<file path="src/rtl/ternary_vector_reducer.sv">
// Folds a multi-beat frame of N-trit words into one N-trit result using a
// per-frame ternary operator (min, max, any, consensus), with beat count and illegal-code flag.
module ternary_vector_reducer #(
  parameter int N  = 4,
  parameter int CW = 8
) (
  input  logic            clk,
  input  logic            reset,
  input  logic            in_valid,
  output logic            in_ready,
  input  logic [2*N-1:0]  in_data,
  input  logic            in_last,
  input  logic [1:0]      op,
  output logic            out_valid,
  input  logic            out_ready,
  output logic [2*N-1:0]  out_data,
  output logic [CW-1:0]   out_count,
  output logic            err,
  output logic [1:0]      dbg_state
);

  // Handshake: a beat transfers on a rising edge where in_valid && in_ready;
  // a result transfers where out_valid && out_ready. Neither valid may depend on its ready.
  typedef enum logic [1:0] {
    IDLE  = 2'd0,
    ACCUM = 2'd1,
    DONE  = 2'd2
  } state_t;

  localparam logic [CW-1:0] COUNT_MAX = '1;

  state_t          state;
  state_t          state_next;
  logic [1:0]      op_q;
  logic [2*N-1:0]  norm;
  logic [2*N-1:0]  folded;
  logic            illegal;
  logic            accept;

  function automatic logic [1:0] trit_op(input logic [1:0] f, input logic [1:0] x,
                                         input logic [1:0] y);
    logic [1:0] r;
    r = 2'b01;
    case (f)
      2'b00: r = (x < y) ? x : y;
      2'b01: r = (x > y) ? x : y;
      2'b10: begin
        if (x == y)          r = x;
        else if (x == 2'b01) r = y;
        else if (y == 2'b01) r = x;
        else                 r = 2'b01;
      end
      default: r = (x == y) ? x : 2'b01;
    endcase
    return r;
  endfunction

  // Illegal code 11 is treated as the value 1 before it reaches any operator.
  always_comb begin
    norm    = '0;
    illegal = 1'b0;
    folded  = '0;
    for (int i = 0; i < N; i++) begin
      if (in_data[2*i +: 2] == 2'b11) begin
        norm[2*i +: 2] = 2'b01;
        illegal        = 1'b1;
      end else begin
        norm[2*i +: 2] = in_data[2*i +: 2];
      end
      folded[2*i +: 2] = trit_op(op_q, out_data[2*i +: 2], norm[2*i +: 2]);
    end
  end

  assign in_ready  = (state != DONE);
  assign out_valid = (state == DONE);
  assign accept    = in_valid && in_ready;
  assign dbg_state = state;

  always_comb begin
    state_next = state;
    case (state)
      IDLE, ACCUM: if (accept) state_next = in_last ? DONE : ACCUM;
      DONE:        if (out_ready) state_next = IDLE;
      default:     state_next = IDLE;
    endcase
  end

  always_ff @(posedge clk or posedge reset) begin
    if (reset) begin
      state     <= IDLE;
      op_q      <= 2'b00;
      out_data  <= '0;
      out_count <= '0;
      err       <= 1'b0;
    end else begin
      state <= state_next;
      if (accept) begin
        if (state == IDLE) begin
          op_q      <= op;
          out_data  <= norm;
          out_count <= CW'(1);
          err       <= illegal;
        end else begin
          out_data <= folded;
          if (out_count != COUNT_MAX) out_count <= out_count + CW'(1);
          err <= err | illegal;
        end
      end
    end
  end

endmodule

</file>
<file path="config.mk">
export PLATFORM = sky130hd
export DESIGN_NAME = ternary_vector_reducer
export DESIGN_NICKNAME = d
export VERILOG_FILES = /design/src/rtl/ternary_vector_reducer.sv
export SDC_FILE = /design/constraint.sdc
export NUM_CORES = 1
export LEC_CHECK = 0
export ABC_AREA = 1
export CAP_MARGIN = 15
export CORE_MARGIN = 3
export CORE_UTILIZATION = 56
export CTS_BUF_LIST = sky130_fd_sc_hd__clkbuf_8
export DETAILED_ROUTE_END_ITERATION = 12
export GPL_TIMING_DRIVEN = 0
export PLACE_DENSITY_LB_ADDON = 0.05
export SYNTH_ARGS = -nofsm -noshare
export SYNTH_HDL_FRONTEND = slang
export SYNTH_SLANG_ARGS = --single-unit
</file>
<file path="constraint.sdc">
create_clock -name clk -period 1.9 [get_ports clk]
set_input_delay 0.475 -clock clk [delete_from_list [all_inputs] [get_ports clk]]
set_output_delay 0.475 -clock clk [all_outputs]
set_load 0.05 [all_outputs]
</file>
==> impl_metrics.json <==
{
  "p_leak_nw": 1.168,
  "syn_avg_cell_area_um2": 6.478,
  "place_area_um2": 2001,
  "p_int_mw": 1.059,
  "worst_slew_pin_slew_ns": 0.8266,
  "yosysWarnings": 0,
  "drtIter0Drc": 94,
  "postCtsHoldBufs": 0,
  "max-cap-violations": 0,
  "fmax_mhz": 555.8,
  "finalWirelength_um": 3541,
  "worst_setup_path_end_kind": "primary output",
  "clk_latency_ns": 0.26,
  "grt_overflow": 0,
  "setup_violations": 0,
  "grt_antenna_before_repair": 0,
  "finalHoldViolCount": 0,
  "ir_drop_uv": 879.4,
  "synthToLayoutAreaGrowth_pct": 27.03,
  "cp_cell_sequence": "dlygate4sd2_1",
  "layout_commonest_cell": "nand2_1",
  "hold_path_class": "reg -> reg",
  "final_max_slew_viol_count": 0,
  "required_ns": 1.42,
  "worst_slack_ns": 0.1008,
  "skew_ns": 0.002096,
  "final_nets": 312,
  "synth.distinct_cells": 24,
  "cts_buffers": 3,
  "path_clk_slew_ns": 0.08,
  "critPathLaunchType": "register",
  "fillers": 212,
  "grt_usage_pct": 21.81,
  "initial_utilization_pct": 62.03,
  "route.vias.total": 1617,
  "dr.pass1.iters": 5,
  "rows": 18,
  "power_density_nw_per_um2": 1061,
  "cp.arrival_ns": 1.32,
  "gp_congestion": 0.8739,
  "cts_buffer_depth": 2,
  "combPwrFrac_pct": 55.0,
  "path_max_fanout": 5,
  "switching_share_pct": 51.08,
  "port_buffers": 35,
  "post-route-period-util_pct": 94.70,
  "syn_area_um2": 1607,
  "grt_pass1_wl_um": 6058,
  "grt_max_degree": 22,
  "fp.dieW_um": 59.56,
  "core_um2": 2590,
  "die-area_um2": 3547,
  "final_cell_area_um2": 2041,
  "yosysSeqAreaShare_pct": 32.71,
  "antenna_cells": 0,
  "die_h_um": 59.56,
  "period_minus_slack_ns": 1.799,
  "hpwl_um": 2775,
  "yosys.area.top_type_share_pct": 32.71,
  "hold-worst-slack_ns": 0.5182,
  "cp_slowest_cell": "dlygate4sd2_1",
  "cts_tree": "built",
  "power_frac_clock_pct": 13.9,
  "wl_per_cell_um": 11.17,
  "io_pins": 36,
  "postRouteAntennaNets": 0,
  "htree_levels": 1,
  "synth_top_area_cell": "dfrtp_1",
  "syn_nets": 272,
  "grt_pass1_vias": 1457,
  "power.switching_mw": 1.106,
  "crit_type": "reg -> out",
  "slowest_delay_ns": 0.57,
  "via_per_inst": 5.101,
  "critPathTopFamily": "buffers and inverters",
  "drc_errors": 0,
  "post_cts_buffers": 0,
  "dp_slack_ns": -0.2184,
  "crit_buf_inv": 1,
  "most-common-layout-cells": "nand2_1, inv_1, nand3_1",
  "syn_inst": 248,
  "slew_headroom_pct": 44.84,
  "status": "complete, no violations",
  "synth-seq-cells": 21,
  "rsz0062_at_grt": "no",
  "synth_area_leaders": "dfrtp_1, nand2_1, inv_1, ha_1, nand3_1",
  "cts_sinks": 21,
  "cts-root-buf": "clkbuf_8",
  "pwr-share-seq_pct": 31.1,
  "post_route_cells_drive_above_1_share_pct": 8.362
}
==> through the flow <==
| step | TNS [ns] | total power [mW] | utilization (%) | std cells |
|---|---|---|---|---|
| global placement | -1.456 | 1.901 | 77.25 | 313 |
| CTS | 0 | 2.168 | 78.21 | 317 |
| global route | 0 | 2.352 | 78.79 | 317 |
| finish | 0 | 2.166 | 78.79 | 317 |
| floorplan | 0 | 1.559 | - | 248 |
| detailed placement | -1.651 | 1.935 | 77.25 | 313 |
==> worst register-to-register path, cell delays in order, from the launching register on <==
cell and delay [ns]:
dfrtp_1 0.41, ha_1 0.22, nand2_1 0.10, nor3_2 0.24
nand2_2 0.09, nand2_4 0.09, buf_6 0.13, nand2_1 0.05
o21ai_0 0.07
==> final cells by class <==
class / count / area [µm²] / share of cell area [%]
buffer: 1 / 11.26 / 0.5518
tap: 30 / 37.54 / 1.839
clock inverter: 1 / 5.005 / 0.2452
multi-input combinational: 179 / 903.4 / 44.27
inverter: 47 / 176.4 / 8.645
sequential: 21 / 526.8 / 25.81
timing repair buffer: 35 / 339.1 / 16.62
clock buffer: 3 / 41.29 / 2.023
==> kinds of logic after synthesis <==
| kind of cell | Yosys count | share of synthesized area [%] |
|---|---|---|
| fa+ha+maj | 9 | 7.009 |
| xor+xnor | 2 | 1.091 |
| simple gates | 151 | 41.74 |
| flops | 21 | 32.71 |
| compound gates | 17 | 5.763 |
| buf+inv | 48 | 11.68 |
==> flip-flops by register name (all words and copies together), names as in the netlist <==
| signal | cells |
|---|---|
| out_count | 8 |
| err | 1 |
| out_data | 8 |
| dbg_state | 2 |
| op_q | 2 |
==> synth_stat cells <==
cell,n
o21ai_1,4
nand3_1,22
nor2_2,4
nand2_1,92
buf_6,1
inv_2,2
dfrtp_1,21
a22o_1,1
nor3_2,1
nand2_4,2
nand2_2,1
inv_1,44
xor2_1,2
a21oi_1,4
nor2_1,20
nand3b_1,1
o32ai_1,1
o21ai_0,7
nand4_1,2
clkinv_1,1
ha_1,9
nor2_4,3
nor2b_1,2
nand3_2,1
==> layer usage <==
metal	GRT usage [%]	vias up	wire [µm]
li1	-	843	-
met1	29.73	720	1555
met5	0	-	0
met3	2.614	2	238
met4	4.747	0	17
met2	36.97	52	1730
==> worst paths after layout <==
path	from	endpoint	slack, ns	depth (start not counted)
worst max-delay path	dbg_state[0]	dbg_state[0]	0.10	1
worst min-delay path	dbg_state[1]	dbg_state[0]	0.52	1
worst max register to register	out_count[0]	out_count[1]	0.42	8
worst min register to register	dbg_state[1]	dbg_state[0]	0.52	1
max in group asynchronous	reset	dbg_state[1]	0.66	2
min in group asynchronous	reset	dbg_state[1]	0.69	2
==> power groups by stage <==
stage	Clock (mW)	Sequential [mW]	Combinational [mW]
2_1_floorplan	0	0.992	0.567
3_3_place_gp	0	0.681	1.22
3_5_place_dp	0	0.685	1.25
4_1_cts	0.307	0.674	1.19
5_1_grt	0.325	0.692	1.33
6_report	0.301	0.673	1.19
==> what timing repair did <==
action | CTS | global route
pin swaps | 0 | 1
endpoints found under the setup margin | 21 | 8
resized for setup | 25 | 7
Power figures use the tool's default switching activity.
